### src/rtl/pipelined_cla_adder_pkg.sv
`default_nettype none
// +----------------------------------------------------------------------------+
// | Module      : pipelined_cla_adder_pkg                                      |
// | Description : Shared ALU definitions: lookahead group sizes, the ALU flag  |
// |               bundle used by result writeback, and the 4-way carry         |
// |               lookahead equations.                                         |
// | Revision    : 1.0 - initial release                                        |
// +----------------------------------------------------------------------------+
package pipelined_cla_adder_pkg;

  // Bits per first-level lookahead group.
  localparam int CLA_GROUP_W = 4;

  // Bits covered by one second-level super-group (four groups).
  localparam int CLA_SUPER_W = 16;

  // Flag bundle, ordered {negative, zero, overflow, c_out}; writeback reuses it.
  typedef struct packed {
    logic negative;
    logic zero;
    logic overflow;
    logic c_out;
  } alu_flags_t;

  // Number of 4-bit lookahead groups for a given operand width.
  function automatic int cla_num_groups(input int width);
    return width / CLA_GROUP_W;
  endfunction

  // Four-input carry lookahead. Bits [3:0] are the carries into positions 0..3
  // (bit 0 is the carry-in itself); bit 4 is the carry out of position 3.
  function automatic logic [4:0] cla4_carries(
    input logic [3:0] p,
    input logic [3:0] g,
    input logic       cin
  );
    logic [4:0] c;
    c[0] = cin;
    c[1] = g[0] | (p[0] & cin);
    c[2] = g[1] | (p[1] & g[0]) | (p[1] & p[0] & cin);
    c[3] = g[2] | (p[2] & g[1]) | (p[2] & p[1] & g[0]) | (p[2] & p[1] & p[0] & cin);
    c[4] = g[3] | (p[3] & g[2]) | (p[3] & p[2] & g[1]) | (p[3] & p[2] & p[1] & g[0])
         | (p[3] & p[2] & p[1] & p[0] & cin);
    return c;
  endfunction

endpackage
`default_nettype wire

### src/rtl/pipelined_cla_adder_lcu.sv
`default_nettype none
// +----------------------------------------------------------------------------+
// | Module      : cla_lcu4                                                     |
// | Description : Four-group lookahead carry unit. Turns group P/G plus a      |
// |               carry-in into the carry entering each group, and reports the |
// |               combined P/G of all four groups for the next level up.       |
// | Revision    : 1.0 - initial release                                        |
// +----------------------------------------------------------------------------+
module cla_lcu4
  import pipelined_cla_adder_pkg::*;
(
  input  logic [3:0] p,
  input  logic [3:0] g,
  input  logic       cin,
  output logic [4:0] c,
  output logic       group_p,
  output logic       group_g
);

  // c[0] is the carry-in, c[4] is the carry out of the top group.
  assign c = cla4_carries(p, g, cin);

  // Combined terms are independent of cin, so levels can be chained without loops.
  assign group_p = &p;
  assign group_g = g[3] | (p[3] & g[2]) | (p[3] & p[2] & g[1]) | (p[3] & p[2] & p[1] & g[0]);

endmodule
`default_nettype wire

### src/rtl/pipelined_cla_adder_pg.sv
`default_nettype none
// +----------------------------------------------------------------------------+
// | Module      : cla_pg_block4                                                |
// | Description : Per-bit propagate/generate and 4-bit group P/G terms.        |
// | Revision    : 1.0 - initial release                                        |
// +----------------------------------------------------------------------------+
module cla_pg_block4
  import pipelined_cla_adder_pkg::*;
(
  input  logic [CLA_GROUP_W-1:0] a,
  input  logic [CLA_GROUP_W-1:0] b,
  output logic [CLA_GROUP_W-1:0] p,
  output logic [CLA_GROUP_W-1:0] g,
  output logic                   group_p,
  output logic                   group_g
);

  assign p = a ^ b;
  assign g = a & b;

  // Group propagates only if every bit propagates.
  assign group_p = &p;

  // Group generates if some bit generates and every bit above it propagates.
  assign group_g = g[3] | (p[3] & g[2]) | (p[3] & p[2] & g[1]) | (p[3] & p[2] & p[1] & g[0]);

endmodule
`default_nettype wire

### src/rtl/pipelined_cla_adder.sv
`default_nettype none
// +----------------------------------------------------------------------------+
// | Module      : pipelined_cla_adder                                          |
// | Description : Two-stage carry-lookahead adder/subtractor with valid/ready  |
// |               handshakes. Stage 1 registers P/G terms; stage 2 resolves    |
// |               carries with two-level lookahead and registers sum + flags.  |
// | Revision    : 1.0 - initial release                                        |
// +----------------------------------------------------------------------------+
module pipelined_cla_adder
  import pipelined_cla_adder_pkg::*;
#(
  parameter int WIDTH = 32
) (
  input  logic             clk,
  input  logic             rst_n,
  input  logic             in_valid,
  output logic             in_ready,
  input  logic [WIDTH-1:0] a,
  input  logic [WIDTH-1:0] b,
  input  logic             c_in,
  input  logic             sub,
  output logic             out_valid,
  input  logic             out_ready,
  output logic [WIDTH-1:0] sum,
  output logic             c_out,
  output logic             overflow,
  output logic             zero,
  output logic             negative
);

  localparam int NUM_GROUPS = cla_num_groups(WIDTH);
  localparam int NUM_SUPER  = WIDTH / CLA_SUPER_W;

  // Only 16 and 32 fit the two-level four-way lookahead tree.
  if (WIDTH != 16 && WIDTH != 32) begin : g_width_check
    $error("pipelined_cla_adder: WIDTH must be 16 or 32");
  end

  // ---------------------------------------------------------------- handshake
  logic s1_valid;
  logic s1_ready;
  logic s2_ready;
  logic s1_load;
  logic s2_load;

  assign s2_ready = !out_valid | out_ready;
  assign s1_ready = !s1_valid | s2_ready;
  assign in_ready = s1_ready;
  assign s1_load  = in_valid & s1_ready;
  assign s2_load  = s1_valid & s2_ready;

  // ------------------------------------------------------ stage 1: P/G terms
  logic [WIDTH-1:0]      b_eff;
  logic                  cin_eff;
  logic [WIDTH-1:0]      pg_p;
  logic [WIDTH-1:0]      pg_g;
  logic [NUM_GROUPS-1:0] pg_gp;
  logic [NUM_GROUPS-1:0] pg_gg;

  // Subtraction is a + ~b + 1, so the carry-in is forced and c_in ignored.
  assign b_eff   = sub ? ~b : b;
  assign cin_eff = sub ? 1'b1 : c_in;

  for (genvar j = 0; j < NUM_GROUPS; j++) begin : g_pg
    cla_pg_block4 u_pg (
      .a       (a[CLA_GROUP_W*j +: CLA_GROUP_W]),
      .b       (b_eff[CLA_GROUP_W*j +: CLA_GROUP_W]),
      .p       (pg_p[CLA_GROUP_W*j +: CLA_GROUP_W]),
      .g       (pg_g[CLA_GROUP_W*j +: CLA_GROUP_W]),
      .group_p (pg_gp[j]),
      .group_g (pg_gg[j])
    );
  end

  logic [WIDTH-1:0]      s1_p;
  logic [WIDTH-1:0]      s1_g;
  logic [NUM_GROUPS-1:0] s1_gp;
  logic [NUM_GROUPS-1:0] s1_gg;
  logic                  s1_cin;
  logic                  s1_a_msb;
  logic                  s1_b_msb;

  // Stage 1 datapath register; contents are qualified by s1_valid so no reset.
  always_ff @(posedge clk) begin
    if (s1_load) begin
      s1_p     <= pg_p;
      s1_g     <= pg_g;
      s1_gp    <= pg_gp;
      s1_gg    <= pg_gg;
      s1_cin   <= cin_eff;
      s1_a_msb <= a[WIDTH-1];
      s1_b_msb <= b_eff[WIDTH-1];
    end
  end

  // Stage 1 occupancy: refills from upstream whenever it can move on.
  always_ff @(posedge clk or negedge rst_n) begin
    if (!rst_n) begin
      s1_valid <= 1'b0;
    end else if (s1_ready) begin
      s1_valid <= in_valid;
    end
  end

  // ------------------------------------------ stage 2: carry resolution, sum
  logic [NUM_GROUPS-1:0] grp_cin;
  logic                  carry_top;

  if (WIDTH == 16) begin : g_one_level
    logic [4:0] lc;
    logic       top_p;
    logic       top_g;
    logic       unused_one_level;

    cla_lcu4 u_lcu (
      .p       (s1_gp),
      .g       (s1_gg),
      .cin     (s1_cin),
      .c       (lc),
      .group_p (top_p),
      .group_g (top_g)
    );

    assign grp_cin          = lc[3:0];
    assign carry_top        = lc[4];
    assign unused_one_level = top_p ^ top_g;
  end else begin : g_two_level
    logic [3:0]           sup_p;
    logic [3:0]           sup_g;
    logic [4:0]           sup_c;
    logic                 top_p;
    logic                 top_g;
    logic [NUM_SUPER-1:0] unused_super_cout;
    logic                 unused_two_level;

    // First level: each 16-bit super-group resolves its own four group carries.
    for (genvar s = 0; s < NUM_SUPER; s++) begin : g_super
      logic [4:0] lc;

      cla_lcu4 u_lcu (
        .p       (s1_gp[4*s +: 4]),
        .g       (s1_gg[4*s +: 4]),
        .cin     (sup_c[s]),
        .c       (lc),
        .group_p (sup_p[s]),
        .group_g (sup_g[s])
      );

      assign grp_cin[4*s +: 4] = lc[3:0];
      assign unused_super_cout[s] = lc[4];
    end

    // Unused lookahead slots neither propagate nor generate.
    for (genvar s = NUM_SUPER; s < 4; s++) begin : g_pad
      assign sup_p[s] = 1'b0;
      assign sup_g[s] = 1'b0;
    end

    // Second level: chains the super-groups from the stage carry-in.
    cla_lcu4 u_lcu_top (
      .p       (sup_p),
      .g       (sup_g),
      .cin     (s1_cin),
      .c       (sup_c),
      .group_p (top_p),
      .group_g (top_g)
    );

    assign carry_top        = sup_c[NUM_SUPER];
    assign unused_two_level = ^{top_p, top_g, sup_c[4:NUM_SUPER+1], unused_super_cout};
  end

  logic [WIDTH-1:0]      st2_sum;
  logic [NUM_GROUPS-1:0] unused_grp_cout;

  // Bit carries inside each group come from its group carry-in and local P/G.
  for (genvar j = 0; j < NUM_GROUPS; j++) begin : g_bits
    logic [4:0] bc;

    assign bc = cla4_carries(s1_p[CLA_GROUP_W*j +: CLA_GROUP_W],
                             s1_g[CLA_GROUP_W*j +: CLA_GROUP_W],
                             grp_cin[j]);
    assign st2_sum[CLA_GROUP_W*j +: CLA_GROUP_W] = s1_p[CLA_GROUP_W*j +: CLA_GROUP_W] ^ bc[3:0];
    assign unused_grp_cout[j] = bc[4];
  end

  alu_flags_t st2_flags;

  // Flags for the stage 2 result. Signed overflow uses the operand-sign form,
  // which equals carry[WIDTH] ^ carry[WIDTH-1] for a + b_eff + cin.
  always_comb begin
    st2_flags          = '0;
    st2_flags.c_out    = carry_top;
    st2_flags.overflow = (s1_a_msb ~^ s1_b_msb) & (s1_a_msb ^ st2_sum[WIDTH-1]);
    st2_flags.zero     = ~|st2_sum;
    st2_flags.negative = st2_sum[WIDTH-1];
  end

  // ----------------------------------------------------------- output stage
  alu_flags_t flags_q;

  // Output valid: advances when the consumer takes the result or it is empty.
  always_ff @(posedge clk or negedge rst_n) begin
    if (!rst_n) begin
      out_valid <= 1'b0;
    end else if (s2_ready) begin
      out_valid <= s1_valid;
    end
  end

  // Output result and flags; held while stalled so the consumer sees stable data.
  always_ff @(posedge clk or negedge rst_n) begin
    if (!rst_n) begin
      sum     <= '0;
      flags_q <= '0;
    end else if (s2_load) begin
      sum     <= st2_sum;
      flags_q <= st2_flags;
    end
  end

  assign c_out    = flags_q.c_out;
  assign overflow = flags_q.overflow;
  assign zero     = flags_q.zero;
  assign negative = flags_q.negative;

endmodule
`default_nettype wire

### config.mk
export PLATFORM = sky130hd
export DESIGN_NAME = pipelined_cla_adder
export DESIGN_NICKNAME = d
export VERILOG_FILES = /design/src/rtl/pipelined_cla_adder_pkg.sv /design/src/rtl/pipelined_cla_adder_lcu.sv /design/src/rtl/pipelined_cla_adder_pg.sv /design/src/rtl/pipelined_cla_adder.sv
export SDC_FILE = /design/constraint.sdc
export NUM_CORES = 1
export LEC_CHECK = 0
export CAP_MARGIN = 20
export CORE_MARGIN = 2
export CORE_UTILIZATION = 25
export DETAILED_ROUTE_END_ITERATION = 7
export PLACE_DENSITY = 0.47
export RECOVER_POWER = 100
export SKIP_LAST_GASP = 1
export SYNTH_ARGS = -nofsm -noshare
export SYNTH_HDL_FRONTEND = slang
export SYNTH_SLANG_ARGS = --single-unit
### constraint.sdc
create_clock -name clk -period 3.5 [get_ports clk]
set_input_delay 0.525 -clock clk [delete_from_list [all_inputs] [get_ports clk]]
set_output_delay 0.525 -clock clk [all_outputs]
set_load 0.01 [all_outputs]
==> metrics <==
vias=3739; CTS H-Tree Depth=3; I/O pin count=108; width of the die=154 microns; Placed Cells=822; largest family of logic cells by synthesized area=simple AND/OR/NAND/NOR gates; Slew Viols, Final=163; min-delay src=sum[6]; most frequent cells in the layout=75 x edfxtp_1, 65 x clkdlybuf4s50_1, 42 x xor2_1; initial antenna violation count=0; area share of and/or/nand/nor cells after synthesis=11.9%; core area=0.0220 sq mm; Post-Layout Cell Count=838; first-pass GRT wire length=21500 microns; worst-case hold path end point=sum[6]; vias per std cell=4.46; pin count of the biggest net entering global routing=76; Synth cell types=54; startpoint type of the worst setup path=flip-flop; worst r2r dst=zero; Reg2Reg Depth=11; slowest CP cell=edfxtp_1; DR WL/cell=16.1 microns; # fillers=2153; GR Overflow Total=0; ant diodes=0; Synth Instances=442; Synth async-reset ratio=33.0%; Final setup viols=0; Worst-Skew Late Latency=0.36 ns; Period minus WS final=3.19 ns; Cell Chain, Critical Path=a211oi_4 > o21ai_1 > and2_1 > ha_1 > nor4_1 > nand4_1 > and4b_1 > o2111ai_1 > a2111oi_2 > nand4_1 > nand2_1; Row Count=54; Max Cap Viol=3; xor and xnor area share after synthesis=8.07%; IO buf count=107; final WL=13500 microns; height of the die=154 microns; Avg Synthesized Cell Area=12.8 sq um; sequential area share after synthesis=56.3%; Hold Path Class=flip-flop to flip-flop; FF+latch count, synth=112; Power Density=508 mW/mm^2; Layout Skew=0.0119 ns; cts-stage hold buffer count=0; most common cell after layout, fill and taps aside=edfxtp_1; critical path's largest stage delay=0.49 ns; RSZ-0062 raised after global routing=no; total negative slack=0 ns; share of cells above drive strength 1=8.06%; final hold violations=0; ys flop type=edfxtp_1; crit path DAT=3.48 ns; Setup WS pre-CTS=0.421 ns; Syn. warnings=0; proportion of synthesized area in mux cells=3.35%; RePlAce Congestion=0.818; nets=663; Hold Crit Depth=2; worst-margin pin slew=2.10 ns; CTS clk-pin slew, worst paths=0.07 ns; ANT nets after route=0; DR iter-0 viols=199; Initial Util=25.7%; largest cells by area after synthesis=edfxtp_1 40%, dfrtp_1 16%, ha_1 8.9%; share of the synthesized area in the top cell type=39.9%; Synth Area in Compound Gates=10.2%; post-synthesis adder-cell area fraction=8.87%; synthesized cell area=0.00564 sq mm; Worst EP required=3.79 ns; CTS tree=done; CTS sink cnt=112; DR pass1 iterations=4; cell taking the most area after synthesis=edfxtp_1; clock root buffer=clkbuf_16; crit end category=flip-flop; Leakage Power=2.84 nW; CTS Buffer Depth=2; setup slack after layout=0.307 ns; normalized max-slew margin=-40.1%; cts repair resizes=0; peak supply drop=0.195 mV; WS Path Type=flip-flop to flip-flop; Post-DP HPWL=10800 microns; Fmax achieved=313 MHz; r2r startpoint=s1_cin; number of remaining DRC errors=0; syn_nets=552; TritonCTS Buffers=9; gr usage total=11.8%; failing checks=max-capacitance violations, max-slew violations; vias in the first global route=3818; reg-to-reg slack, setup=0.31 ns; # Post-CTS Setup Buffers=0; most used cell, CP=nand4_1; Post-synth EDFFs=75; fin crit share=91.2%; status=finished with violations; full die area=0.0238 sq mm; Area Growth Syn to Fin=29.4%; Crit Path Max Fanout=6
[where the power goes]
part / internal, mW / leakage, nW / switching [mW]
Sequential: 1.65 / 1.18 / 0.151
Clock: 0.551 / 0.143 / 0.448
Combinational: 0.466 / 1.52 / 0.443
Total: 2.67 / 2.84 / 1.04
[worst max-delay path, delay by kind of cell (launching register included)]
| family | cells | cell delay (ns) |
|---|---|---|
| simple gates | 6 | 1.21 |
| flops | 1 | 0.49 |
| compound gates | 4 | 1.14 |
| fa+ha+maj | 1 | 0.29 |
[through the flow]
step                hold WS (ns)  total power [mW]  util [%]  instance area (sq um)
finish                     0.481              3.71      33.3                   7310
global route               0.522              3.93      33.3                   7310
CTS                        0.310              3.83      33.4                   7330
detailed placement         0.473              2.82      32.1                   7050
global placement           0.468              2.81      32.1                   7050
floorplan                  0.229              2.27         -                   5640
[cell usage after synthesis, drive strengths merged (3+ instances only)]
master   instances
edfxtp          75
xor2            42
ha              40
dfrtp           37
o21ai           31
nand2           29
a21oi           19
mux2            15
nor2            13
nand2b          11
xnor2           10
and3             9
nor2b            9
and4             8
a2111oi          7
inv              7
nor4             7
a21o             5
and2             5
buf              5
clkbuf           5
nand3            5
nor3             5
nand4            4
o31ai            4
or3              4
or2              3
[kinds of logic (layout without fill, tap and decap cells)]
logic type	count (synthesis)	after routing
AND/OR/NAND/NOR	120	120
flip-flops	112	112
AO/OA/AOI/OAI	84	84
XOR/XNOR	52	52
adder cells (fa/ha/maj)	40	40
multiplexers	17	17
buffers and inverters	17	133
[flip-flops by register name, summed over array words and instances (netlist names), 8 cells and up]
name	cells
s1_p	32
sum	31
s1_g	24
s1_gg	8
s1_gp	8
[worst max path at each step]
stage / from / endpoint / slack, ns / depth (start not counted)
after global placement: s1_cin / zero / 0.53 / 11
after detailed placement: s1_gg[1] / zero / 0.42 / 11
final: s1_cin / zero / 0.31 / 11
after global routing: s1_gg[1] / zero / 0.06 / 11
after floorplan: out_ready / s1_a_msb / 0.56 / 2
after CTS: s1_cin / zero / 0.33 / 11
[cell type report]
cell class	instances	area [sq um]	area share [%]
Tap cell	280	350	4.80
Clock inverter	5	50.0	0.685
Multi-Input combinational cell	313	2390	32.7
Timing Repair Buffer	110	1080	14.7
Inverter	7	26.3	0.360
Sequential cell	112	3180	43.5
Clock buffer	11	233	3.19
[metal layers]
layer / vias to the layer above / global-route usage (%) / share of wire (%)
met5: - / 0 / 0
met4: 0 / 4.37 / 1.7
met3: 15 / 2.16 / 3.9
met2: 88 / 19.2 / 47
met1: 1755 / 15.7 / 48
li1: 1881 / - / -
No activity file was read; power rests on OpenSTA's default activity.
